===== src/rtl/conv2_accum_stage.sv =====
// Conv layer 2 accumulate stage: adder tree, window accumulator, bias, round/shift/saturate.
// Optional CONV2_ACC_RELU_EN clamps negative activations to zero after saturation.
module conv2_accum_stage #(
  parameter int NUM_BEATS = 4,
  parameter int ACC_W     = 20,
  parameter int SHIFT     = 4,
  parameter int OUT_W     = 6
) (
  input  logic                    clk,
  input  logic                    reset,
  input  logic                    in_valid,
  input  logic signed [11:0]      prod1,
  input  logic signed [11:0]      prod2,
  input  logic signed [11:0]      prod3,
  input  logic signed [11:0]      prod4,
  input  logic signed [11:0]      prod5,
  input  logic signed [11:0]      prod6,
  input  logic signed [11:0]      bias,
  input  logic                    clear,
  output logic signed [OUT_W-1:0] result,
  output logic                    out_valid,
  output logic [7:0]              beat_cnt
);

  localparam logic [7:0]              LAST_CNT = 8'(NUM_BEATS - 1);
  localparam logic signed [ACC_W:0]   RND_C    = (ACC_W+1)'((64'd1 << SHIFT) >> 1);
  localparam logic signed [ACC_W:0]   SAT_MAX  = (ACC_W+1)'((64'd1 << (OUT_W-1)) - 64'd1);
  localparam logic signed [ACC_W:0]   SAT_MIN  = ~SAT_MAX;

  function automatic logic signed [OUT_W-1:0] sat_fn(input logic signed [ACC_W:0] v);
    logic signed [OUT_W-1:0] r;
    if (v > SAT_MAX) begin
      r = SAT_MAX[OUT_W-1:0];
    end else if (v < SAT_MIN) begin
      r = SAT_MIN[OUT_W-1:0];
    end else begin
      r = v[OUT_W-1:0];
    end
    return r;
  endfunction

  logic [7:0]              beat_cnt_r;
  logic                    va_r, last_a_r;
  logic signed [11:0]      bias_a_r;
  logic signed [12:0]      s01_r, s23_r, s45_r;
  logic                    vb_r, last_b_r;
  logic signed [11:0]      bias_b_r;
  logic signed [14:0]      sb_r;
  logic signed [ACC_W-1:0] acc_r, fin_r;
  logic                    vfin_r;
  logic signed [OUT_W-1:0] result_r;
  logic                    out_valid_r;

  logic signed [12:0]      s01_s, s23_s, s45_s;
  logic signed [14:0]      sb_s;
  logic signed [ACC_W-1:0] sb_ext_s, bias_ext_s, acc_sum_s, fin_sum_s;
  logic                    last_s;
  logic signed [ACC_W:0]   rnd_s, shr_s;
  logic signed [OUT_W-1:0] sat_s, act_s;

  assign s01_s      = {prod1[11], prod1} + {prod2[11], prod2};
  assign s23_s      = {prod3[11], prod3} + {prod4[11], prod4};
  assign s45_s      = {prod5[11], prod5} + {prod6[11], prod6};
  assign last_s     = (beat_cnt_r == LAST_CNT);
  assign sb_s       = {{2{s01_r[12]}}, s01_r} + {{2{s23_r[12]}}, s23_r} + {{2{s45_r[12]}}, s45_r};
  assign sb_ext_s   = {{(ACC_W-15){sb_r[14]}}, sb_r};
  assign bias_ext_s = {{(ACC_W-12){bias_b_r[11]}}, bias_b_r};
  assign acc_sum_s  = acc_r + sb_ext_s;
  assign fin_sum_s  = acc_sum_s + bias_ext_s;

  // Stage A: pair sums, beat counter and last-beat tagging; idle cycles hold data
  always_ff @(posedge clk or posedge reset) begin
    if (reset) begin
      beat_cnt_r <= 8'd0;
      va_r       <= 1'b0;
      last_a_r   <= 1'b0;
      bias_a_r   <= 12'sd0;
      s01_r      <= 13'sd0;
      s23_r      <= 13'sd0;
      s45_r      <= 13'sd0;
    end else if (clear) begin
      beat_cnt_r <= 8'd0;
      va_r       <= 1'b0;
    end else if (in_valid) begin
      beat_cnt_r <= last_s ? 8'd0 : beat_cnt_r + 8'd1;
      va_r       <= 1'b1;
      last_a_r   <= last_s;
      bias_a_r   <= bias;
      s01_r      <= s01_s;
      s23_r      <= s23_s;
      s45_r      <= s45_s;
    end else begin
      va_r       <= 1'b0;
    end
  end

  // Stage B: beat sum, with last flag and bias riding along
  always_ff @(posedge clk or posedge reset) begin
    if (reset) begin
      vb_r     <= 1'b0;
      last_b_r <= 1'b0;
      bias_b_r <= 12'sd0;
      sb_r     <= 15'sd0;
    end else if (clear) begin
      vb_r     <= 1'b0;
    end else begin
      vb_r <= va_r;
      if (va_r) begin
        sb_r     <= sb_s;
        last_b_r <= last_a_r;
        bias_b_r <= bias_a_r;
      end
    end
  end

  // Stage C: accumulator restarts on the same edge that finalises a window
  always_ff @(posedge clk or posedge reset) begin
    if (reset) begin
      acc_r  <= '0;
      fin_r  <= '0;
      vfin_r <= 1'b0;
    end else if (clear) begin
      acc_r  <= '0;
      vfin_r <= 1'b0;
    end else if (vb_r && last_b_r) begin
      fin_r  <= fin_sum_s;
      acc_r  <= '0;
      vfin_r <= 1'b1;
    end else if (vb_r) begin
      acc_r  <= acc_sum_s;
      vfin_r <= 1'b0;
    end else begin
      vfin_r <= 1'b0;
    end
  end

  // Round half up, arithmetic shift, saturate, optional rectify
  always_comb begin
    rnd_s = {fin_r[ACC_W-1], fin_r} + RND_C;
    shr_s = rnd_s >>> SHIFT;
    sat_s = sat_fn(shr_s);
`ifdef CONV2_ACC_RELU_EN
    if (sat_s[OUT_W-1]) begin
      act_s = {OUT_W{1'b0}};
    end else begin
      act_s = sat_s;
    end
`else
    act_s = sat_s;
`endif
  end

  // Stage D: output register; unaffected by clear so an in-flight pixel still emits
  always_ff @(posedge clk or posedge reset) begin
    if (reset) begin
      result_r    <= {OUT_W{1'b0}};
      out_valid_r <= 1'b0;
    end else if (vfin_r) begin
      result_r    <= act_s;
      out_valid_r <= 1'b1;
    end else begin
      out_valid_r <= 1'b0;
    end
  end

  assign result    = result_r;
  assign out_valid = out_valid_r;
  assign beat_cnt  = beat_cnt_r;

endmodule


===== config.mk =====
export PLATFORM = sky130hd
export DESIGN_NAME = conv2_accum_stage
export DESIGN_NICKNAME = d
export VERILOG_FILES = /design/src/rtl/conv2_accum_stage.sv
export SDC_FILE = /design/constraint.sdc
export NUM_CORES = 1
export LEC_CHECK = 0
export ABC_AREA = 1
export ABC_CLOCK_PERIOD_IN_PS = 5000
export CORE_ASPECT_RATIO = 1.5
export CORE_MARGIN = 2
export CORE_UTILIZATION = 58
export DETAILED_ROUTE_END_ITERATION = 16
export HOLD_SLACK_MARGIN = 0.05
export PLACE_DENSITY = 0.82
export SLEW_MARGIN = 20
export SYNTH_ARGS = -nofsm -noshare
export SYNTH_HDL_FRONTEND = slang
export SYNTH_SLANG_ARGS = --single-unit
export TNS_END_PERCENT = 10

===== constraint.sdc =====
create_clock -name clk -period 5 [get_ports clk]
set_clock_uncertainty 0.1 [all_clocks]
set_input_delay 1 -clock clk [delete_from_list [all_inputs] [get_ports clk]]
set_output_delay 1 -clock clk [all_outputs]
set_load 0.05 [all_outputs]

**Word-level counts from Yosys, hierarchy flattened**

Cells that the tools add are included.
W data, S select, Z words.

- Register bits after elaboration: 138
- Latch bits: 0
- Bits in writable memories: 0
- Memory bits (read-only): 0
- Input port bits: 88
- Output and inout bits: 15
- Word-level logic and storage cells: 49
- Memories: 0

- $add $sub $neg: 9
- $mul: 0
- Divide/modulo/power cells: 0
- Order comparisons: 2
- Equality and inequality tests: 1
- Shifts and indexed selects: 0
- Muxes and demuxes: 14
- Bitwise logic cells: 1
- Reductions and logical operators: 6

Operators with widths:

| kind | number |
|---|---|
| $mux W20 | 3 |
| $add A12 B12 Y13 | 3 |
| $mux W8 | 3 |
| $add A20 B5 Y21 const B | 1 |
| $add A20 B12 Y20 | 1 |
| $add A20 B15 Y20 | 1 |
| $gt A17 B6 Y1 const B | 1 |
| $lt A17 B6 Y1 const B | 1 |
| $add A14 B13 Y15 | 1 |
| $add A13 B13 Y14 | 1 |
| $mux W6 | 2 |
| $add A8 B1 Y8 const B | 1 |
| $eq A8 B2 Y1 const B | 1 |
| $mux W1 | 6 |
| $reduce_and A2 Y1 | 3 |
| $reduce_bool A3 Y1 | 1 |
| $reduce_bool A2 Y1 | 1 |
| $logic_and A1 B1 Y1 | 1 |
| $not A1 Y1 | 1 |

**Depth between registers and ports, before layout**

Gate-level depths: netlist of the first run.

- Word-level depth: 4
- Depth in mapped cells: 22
- Mapped depth without buffers: 22

**Least setup slack after synthesis of the first run**

No wires, ideal clock.

- Kind: reg2reg
- From: register sb_r[0]
- To: register fin_r[17]
- Setup time: 0.131 ns
- Data arrival time: 2.910 ns
- Required time: 4.769 ns
- Setup slack: 1.858 ns
- Cell stages (with the launch flop): 21
- Buffers on the path: 0
- Clock period less this slack: 3.142 ns
- Cells stage by stage: dfrtp_1 -> ha_1 -> fa_1 -> nand3_1 -> nor2_1 -> nor2_1 -> o21ai_2 -> nand2_1 -> nand2_1 -> nand2_1 -> nand3_1 -> nand2_1 -> inv_1 -> ha_1 -> nand2_1 -> nor4_1 -> nand4_1 -> nand3_1 -> nand2_1 -> nand3_1 -> o21ai_0

- Word-level cells in the longest chain between the ends: 2

Ends and longest elaborated chain:

| element | RTL line | RTL |
|---|---|---|
| start: declaration | 48 | `logic signed [14:0] sb_r;` |
| start signal: assignment | 109 | `sb_r <= sb_s;` |
| $add A20 B15 Y20 | 68 | `assign acc_sum_s = acc_r + sb_ext_s;` |
| $add A20 B12 Y20 | 69 | `assign fin_sum_s = acc_sum_s + bias_ext_s;` |
| end signal: assignment | 126 | `fin_r <= fin_sum_s;` |
| end: declaration | 49 | `logic signed [ACC_W-1:0] acc_r, fin_r;` |

No other way between the ends.
A chain may end at the register's enable or synchronous reset.

**Final worst setup path of the first run**

Same ends and word-level chain as after synthesis.

==> impl_summary.md, run 1 <==
Die
The chip width is 112 um. The I/O pin total is 103. The chip height is 165 um. The floorplan has 59 rows.

The die covers 0.0185 mm^2. The starting utilization of the core area is 58.6%. The total area inside the core boundary comes to 0.0172 mm^2.

Clock network
The clock net sink count is 135. The post-CTS setup repair buffer count is 0. The number of buffers between clock root and the deepest sink is 2. Once the clock tree was built, the resizer swapped 0 gates to a different size. The total number of H-tree levels is 4. The count of hold-fix buffers inserted at cts is 0. The clock reaches the later pin of the worst-skew pair after ~0.43 ns. The post-CTS clock slew at the launch and capture registers of the worst setup and hold paths is 0.06 ns. The total CTS buffers is 17. The cell at the root of the clock tree is sky130_fd_sc_hd__clkbuf_16. The CTS tree is built.

Power and ir drop
Across the VDD grid, the largest voltage drop is 0.303 mV. Power spread over the standard cell area amounts to 482 mW/mm^2. In this run the static leakage power is roughly 6 nW.

Global routing
The first global-routing pass estimated 43.5 mm of wire. For this run, the total global-route usage over all layers was measured as 29.5%. The pin count of the biggest net entering global routing is 136. After global routing the overflow that remains totals 0. The via count of the first global-routing pass came to roughly 9500. The initial antenna violation count was 0.

Status
The flow ran to the end, and the final reports show no timing, DRC or antenna violations.

STA
Setup repair after global routing left no endpoint under its margin. The number of endpoints with negative hold slack in the final report is 0. The final number of max-transition violations is 0. The shortest clock period the worst path allows after layout is around 4 ns. The slew at the pin closest to its max-slew limit is 1.04 ns. The highest clock rate is about 250 MHz. Setup violations remaining at the end of the flow were counted as 0.

In this run the tightest slew margin relative to its limit is between 30% and 40%. The sum of negative setup slack is 0 ns. The post-route fraction of the period consumed by the critical path is 80.3%.

Yosys
Summing every instance area after synthesis gives 0.0101 mm^2. The gate count after technology mapping is approximately 1400. The number of nets in the synthesized netlist is around 1600. In the synthesized netlist the async set-or-reset flop fraction comes to 100%. The number of warnings reported in the yosys synthesis log is 0.

Dividing the synthesized area by the synthesized cell count gives 7.43 um^2. The count of cell types in the netlist is 39. In this run, synthesis inferred 0 flip-flops with an integrated enable. The part of the Yosys area used for sequential elements is about 34%. The flop and latch count out of synthesis is 135. The commonest register cell after synthesis is sky130_fd_sc_hd__dfrtp_1.

Routing
The number of routed nets with antenna violations is 0. After detailed routing, the average wire length per cell comes to 15.7 um. The number of violations reported at the end of detailed-routing iteration 0 is 597.

Across all layers, the routed design uses 9601 vias. The first detailed-routing pass took 5 iterations. The aggregate routed wire length is 26.5 mm. After detailed routing, the number of remaining DRC violations is 0.

The via count normalized by instance count is approximately 5.7.

Final layout
At the end of the flow, the number of nets in the layout was between 1500 and 2000. The area growth from synthesis to layout is 18.5%. The total inserted antenna cells is 0.

At the end of the flow the core is filled with cells to 69.5%. In the final layout, the share of cells above drive strength 1 is 5.36%.

Worst setup path
The maximum fanout along the worst path is 6. The type of the worst setup path is reg -> reg. The cell that appears most often on the critical path is sky130_fd_sc_hd__nand2_1. On the critical path, the stage with the largest delay is an instance of sky130_fd_sc_hd__fa_1. The data required time at the worst endpoint is 5.21 ns. The worst setup path is launched from a flop.

The biggest cell delay along the critical path is between 0.5 and 0.6 ns. The endpoint kind of the worst setup timing path is a flop. Data arrives at the worst endpoint at 4.23 ns. Traced cell by cell, the critical path runs through ha_1 -> fa_1 -> nand3_1 -> nor2_1 -> nor2_1 -> o21ai_2 -> nand2_1 -> nand2_1 -> nand2_1 -> nand3_1 -> nand2_1 -> inv_1 -> ha_1 -> nand2_1 -> nor4_1 -> nand4_1 -> nand3_1 -> nand2_1 -> nand3_1 -> o21ai_0.

Placement
The sum of net half-perimeters after detailed placement is between 20 and 25 mm. Routability-driven placement finished with a final weighted congestion of 0.948. The number of I/O port buffers is 102.

Hold path
The type of the tightest min-delay check is reg -> reg.

Run
The max-capacitance violation count is 0.
logic make-up (layout without fill, tap and decap cells):
kind of cell    count (synthesis)  after routing  share of synthesized area (%)
simple gates                  653            653                           27.8
compound gates                249            249                           13.8
xor+xnor                       44             44                           3.82
fa+ha+maj                     108            108                           14.7
buf+inv                       168            284                           6.27
flops                         135            135                           33.5
placed cells by master (no fill, tap or decap), types with 9 or more instances in the layout:
master,n
sky130_fd_sc_hd__clkbuf_16,17
sky130_fd_sc_hd__o21ai_0,105
sky130_fd_sc_hd__clkdlybuf4s50_1,102
sky130_fd_sc_hd__inv_1,143
sky130_fd_sc_hd__nand3_1,73
sky130_fd_sc_hd__nor2_1,98
sky130_fd_sc_hd__nand2_1,383
sky130_fd_sc_hd__a211oi_1,9
sky130_fd_sc_hd__or2_2,21
sky130_fd_sc_hd__a31oi_1,25
sky130_fd_sc_hd__ha_1,90
sky130_fd_sc_hd__xnor2_1,13
sky130_fd_sc_hd__nand4_1,28
sky130_fd_sc_hd__a21oi_1,73
sky130_fd_sc_hd__fa_1,18
sky130_fd_sc_hd__nor3_1,13
sky130_fd_sc_hd__dfrtp_1,135
sky130_fd_sc_hd__xor2_1,31
sky130_fd_sc_hd__o21bai_1,9
state kept, by name (all words and copies together), names as in the netlist, 6 cells and up:
| name | flops |
|---|---|
| result | 6 |
| bias_a_r | 12 |
| beat_cnt | 8 |
| s01_r | 13 |
| s45_r | 13 |
| fin_r | 17 |
| acc_r | 20 |
| bias_b_r | 12 |
| sb_r | 15 |
| s23_r | 13 |
stage by stage:
step / area [um^2] / power [W] / worst slack (ns) / hold WS [ns] / cells
after floorplan: 10100 / 0.00364 / 0.289 / 0.342 / 1357
after global placement: 11300 / 0.00434 / 1.08 / 0.362 / 1654
after CTS: 11900 / 0.00574 / 0.994 / 0.389 / 1686
after global routing: 11900 / 0.00619 / 0.650 / 0.410 / 1686
after detailed placement: 11300 / 0.00441 / 0.990 / 0.372 / 1654
final: 11900 / 0.00576 / 0.983 / 0.384 / 1686
routing by layer:
| layer | GRT usage [%] | vias up | part of all wire [%] |
|---|---|---|---|
| li1 | - | 4714 | - |
| met1 | 28.7 | 4556 | 35 |
| met2 | 58.5 | 238 | 56 |
| met3 | 4.31 | 93 | 3.0 |
| met4 | 16.7 | 0 | 5.3 |
| met5 | 0 | - | 0 |
cells in the mapped netlist (5+ instances only):
cell type	instances	area [um^2]
sky130_fd_sc_hd__o21ai_0	105	526
sky130_fd_sc_hd__clkbuf_1	22	82.6
sky130_fd_sc_hd__nand3_1	73	365
sky130_fd_sc_hd__a31oi_1	25	156
sky130_fd_sc_hd__nand2_2	7	43.8
sky130_fd_sc_hd__a211oi_1	9	67.6
sky130_fd_sc_hd__nand4_1	28	175
sky130_fd_sc_hd__ha_1	90	1130
sky130_fd_sc_hd__xnor2_1	13	114
sky130_fd_sc_hd__xor2_1	31	272
sky130_fd_sc_hd__a22o_1	8	70.1
sky130_fd_sc_hd__nand3b_1	5	37.5
sky130_fd_sc_hd__or2_2	21	131
sky130_fd_sc_hd__and2_1	7	43.8
sky130_fd_sc_hd__nor3_1	13	65.1
sky130_fd_sc_hd__nor2_1	100	375
sky130_fd_sc_hd__dfrtp_1	135	3380
sky130_fd_sc_hd__a21oi_1	73	365
sky130_fd_sc_hd__fa_1	18	360
sky130_fd_sc_hd__nand2_1	383	1440
sky130_fd_sc_hd__o21bai_1	9	67.6
sky130_fd_sc_hd__nor2_4	5	56.3
sky130_fd_sc_hd__inv_1	144	541
power by group:
| part | switching, W | internal, W | total [W] |
|---|---|---|---|
| Combinational | 0.00178 | 0.00107 | 0.00284 |
| Clock | 0.000532 | 0.000763 | 0.00129 |
| Sequential | 0.000273 | 0.00134 | 0.00162 |
worst max-delay path: cells and delay by family, from the launching register on:
family | cells | cell delay [ns]
AND/OR/NAND/NOR | 14 | 1.95
adder cells (fa/ha/maj) | 3 | 1.20
flip-flops | 1 | 0.40
AO/OA/AOI/OAI | 2 | 0.20
buffers and inverters | 1 | 0.05
cell type report:
| type | count | area (um^2) |
|---|---|---|
| well taps | 213 | 267 |
| clock buffers | 18 | 439 |
| inverters | 145 | 547 |
| flip-flops and latches | 135 | 3380 |
| multi-input cells | 1054 | 6080 |
| repair buffers | 107 | 1070 |
| clock inverters | 14 | 166 |
| fillers | 1455 | 5250 |
path summary, 6_finish.rpt:
| path | startpoint | to | slack (ns) | depth (start not counted) |
|---|---|---|---|---|
| max | sb_r[0] | fin_r[17] | 0.98 | 20 |
| min | result[0] | result[0] | 0.38 | 2 |
| max reg2reg | sb_r[0] | fin_r[17] | 0.98 | 20 |
| min reg2reg | result[0] | result[0] | 0.38 | 2 |
| max in group asynchronous | reset | beat_cnt[1] | 3.23 | 3 |
| min in group asynchronous | reset | out_valid | 0.96 | 3 |
Power figures use the tool's default switching activity.
==> run 2: changes to the inputs <==
- ABC_CLOCK_PERIOD_IN_PS: 5000 -> 4050
- clock period: 5 -> 4.05 ns (I/O delays scaled with it)
==> impl_summary.md, run 2 (synthesis gave the netlist of run 1 again) <==
Routing
Dividing the detail-routed wire length by the instance count gives 15.7 um. The final layout contains routed wiring with a total length of about 27 mm. The number of violations reported at the end of detailed-routing iteration 0 is about 540.

The routed layout has about 9500 vias. The number of iterations in the first detailed-routing pass is 7. The DRC violations left is 0. Once detail routing completed, the nets flagged for antenna violations numbered 0. After detailed routing, the number of vias per cell comes to 5.63.

Die
From left edge to right edge, the die measures 112 um. During I/O placement, the number of pins put on the boundary was roughly 100. The floorplan step set the die height to ~170 um. The die covers 0.0185 mm^2. The core region is 0.0172 mm^2. Once the floorplan was initialized, standard cells occupied 58.6% of the core. The placement row count is 59.

Hold path
In this run the worst hold path is classified as reg -> reg.

Worst setup path
The most prevalent standard cell on the critical path is sky130_fd_sc_hd__nand2_1. The type of the worst setup path is reg -> reg. Among all stages on the critical path, the largest delay is contributed by sky130_fd_sc_hd__fa_1. The type of element launching the critical path is a flop. For this run, the slowest stage of the critical path takes 0.46 ns. Data on the critical path is required at its endpoint by 4.25 ns. The top cell family by delay on the critical path is simple AND/OR/NAND/NOR gates. The maximum fanout along the worst path is 5.

The endpoint kind of the worst setup timing path is a flop. The signal on the critical path passes through ha_1 -> fa_1 -> nand3_1 -> nor2_1 -> nor2_1 -> o21ai_2 -> xnor2_1 -> inv_1 -> ha_1 -> nand2_1 -> nor2_1 -> nand2_1 -> nand3_1 -> nand4_1 -> nand2_1 -> nand2_1 -> nand3_1 -> o21ai_0. The arrival time at the worst endpoint is between 3 and 4 ns. Counting both buffers and inverters, the worst setup path holds a total of 1.

STA
The worst hold slack after final layout is 0.386 ns. After routing, the total negative slack on setup checks comes to 0 ns. The final worst-path setup slack is ~0.29 ns. The highest clock rate is 266 MHz. The final number of max-transition violations came to 0. The slew at the pin closest to its max-slew limit is 0.719 ns. The number of endpoints with negative hold slack in the final report is 0.

Setup repair after global routing left no endpoint under its margin. The setup violation total in the final timing report is 0. The routed design could run at a clock period as short as 3.76 ns. The worst slew margin relative to its limit is 52.0%. In the finished design, the share of the clock period the worst path needs comes to 92.7%.

Clock network
The cell at the root of the clock tree is sky130_fd_sc_hd__clkbuf_16. The total number of H-tree levels is 4. The clock network latency to the later pin of the worst-skew pair is 0.42 ns. The total CTS buffers is 17.

For this design, the sink count on the clock tree is 135. After clock tree synthesis, the repair step resized 0 gates. The post-CTS setup repair buffer count is 0. The count of hold-fix buffers inserted at cts is 0.

The post-CTS clock slew at the launch and capture registers of the worst setup and hold paths is 0.07 ns. The clock passes through at most 2 buffers. TritonCTS built the clock tree.

Final layout
The top cell types in the final layout, fill and taps aside, are 383 x sky130_fd_sc_hd__nand2_1, 143 x sky130_fd_sc_hd__inv_1, 135 x sky130_fd_sc_hd__dfrtp_1. 0 antenna diodes ended up in the layout. The flip-flop count of the largest register after layout is 20.

The number of nets at the end of the flow is 1660. Of the cells placed in the final design, the portion with a size suffix greater than 1 is roughly 5.7%. The area growth from synthesis to layout is 19.0%. The register with the highest flop count is acc_r.

The library cell used most frequently in the layout, excluding fill and tap cells, is sky130_fd_sc_hd__nand2_1. In the final layout, the registers with the most flip-flops are acc_r x20, fin_r x17, sb_r x15.

Power and ir drop
The highest ir drop seen on vdd is 0.431 mV. The leakage dissipation is between 5 and 6 nW. The power per unit of standard cell area is between 500 and 600 mW/mm^2.

Global routing
The via count of the first global-routing pass is 9461. The global routing usage on met2 is 59.5%. Global routing used 29.3% of the available tracks.

The global-route congestion overflow total is 0. The peak-usage layer in the global routing report is met2. The first global-routing pass estimated 43.2 mm of wire. The met3 track demand over resource in global routing is 2.88%. Entering global routing, the biggest net connects 96 pins. The met1 track utilization from global routing is between 20% and 30%.

The initial antenna violation count came to 0.

Placement
The minimum setup slack after placement is 0.349 ns. The sum of net half-perimeters after detailed placement is 21.2 mm. The number of I/O port buffers is 102. Routability-driven placement finished with a final weighted congestion of 0.918.

Run
The max-capacitance violation count is 0.

Status
The run finished with clean final reports.
[run 2: changes by cell type in the layout (fill, tap and decap cells not counted)]
cell / previous run / this run
sky130_fd_sc_hd__buf_4: 4 / 8
sky130_fd_sc_hd__clkinv_2: 3 / 0
sky130_fd_sc_hd__inv_8: 2 / 5
sky130_fd_sc_hd__clkinvlp_4: 0 / 2
sky130_fd_sc_hd__clkinv_8: 1 / 0
sky130_fd_sc_hd__inv_4: 1 / 0
sky130_fd_sc_hd__nor4_1: 3 / 2
sky130_fd_sc_hd__nor4_2: 0 / 1
[run 2: cell type report]
class                   count  area, um^2
well taps                 213         267
clock buffers              18         439
fillers                  1404        5210
multi-input cells        1054        6080
clock inverters            14         176
inverters                 145         548
repair buffers            111        1100
flip-flops and latches    135        3380
[run 2: final timing paths]
check | from | end | slack, ns | cells after the start
min in group asynchronous | reset | bias_a_r[0] | 0.79 | 3
worst min register to register | sb_r[11] | sb_r[11] | 0.39 | 2
worst max register to register | sb_r[0] | fin_r[14] | 0.29 | 18
max in group asynchronous | reset | fin_r[19] | 2.64 | 3
worst min-delay path | sb_r[11] | sb_r[11] | 0.39 | 2
worst max-delay path | sb_r[0] | fin_r[14] | 0.29 | 18
[run 2: power by group]
part	switching (W)	internal [W]	total, W
clock	0.000671	0.000954	0.00163
sequential	0.000338	0.00166	0.00200
combinational	0.00217	0.00133	0.00350
total	0.00318	0.00394	0.00713
[run 2: metal layers]
metal / routed length, um / up-vias
met1: 9400 / 4457
li1: - / 4737
met4: 1670 / 0
met3: 646 / 91
met2: 14800 / 228
met5: 0 / -
[run 2: stage by stage]
stage                     utilization, %  instances  power [W]  area, um^2
after floorplan                        -       1357    0.00449       10100
after global placement              66.1       1658    0.00537       11400
after detailed placement            66.1       1658    0.00546       11400
after CTS                           69.7       1690    0.00711       12000
after global routing                69.7       1690    0.00766       12000
final                               69.7       1690    0.00713       12000
[run 2: worst register-to-register path: cells and delay by family (launching register included)]
kind	cells	cell delay (ns)
AO/OA/AOI/OAI	2	0.22
XOR/XNOR	1	0.18
adder cells (fa/ha/maj)	3	1.10
buffers and inverters	1	0.07
flip-flops	1	0.40
AND/OR/NAND/NOR	11	1.58
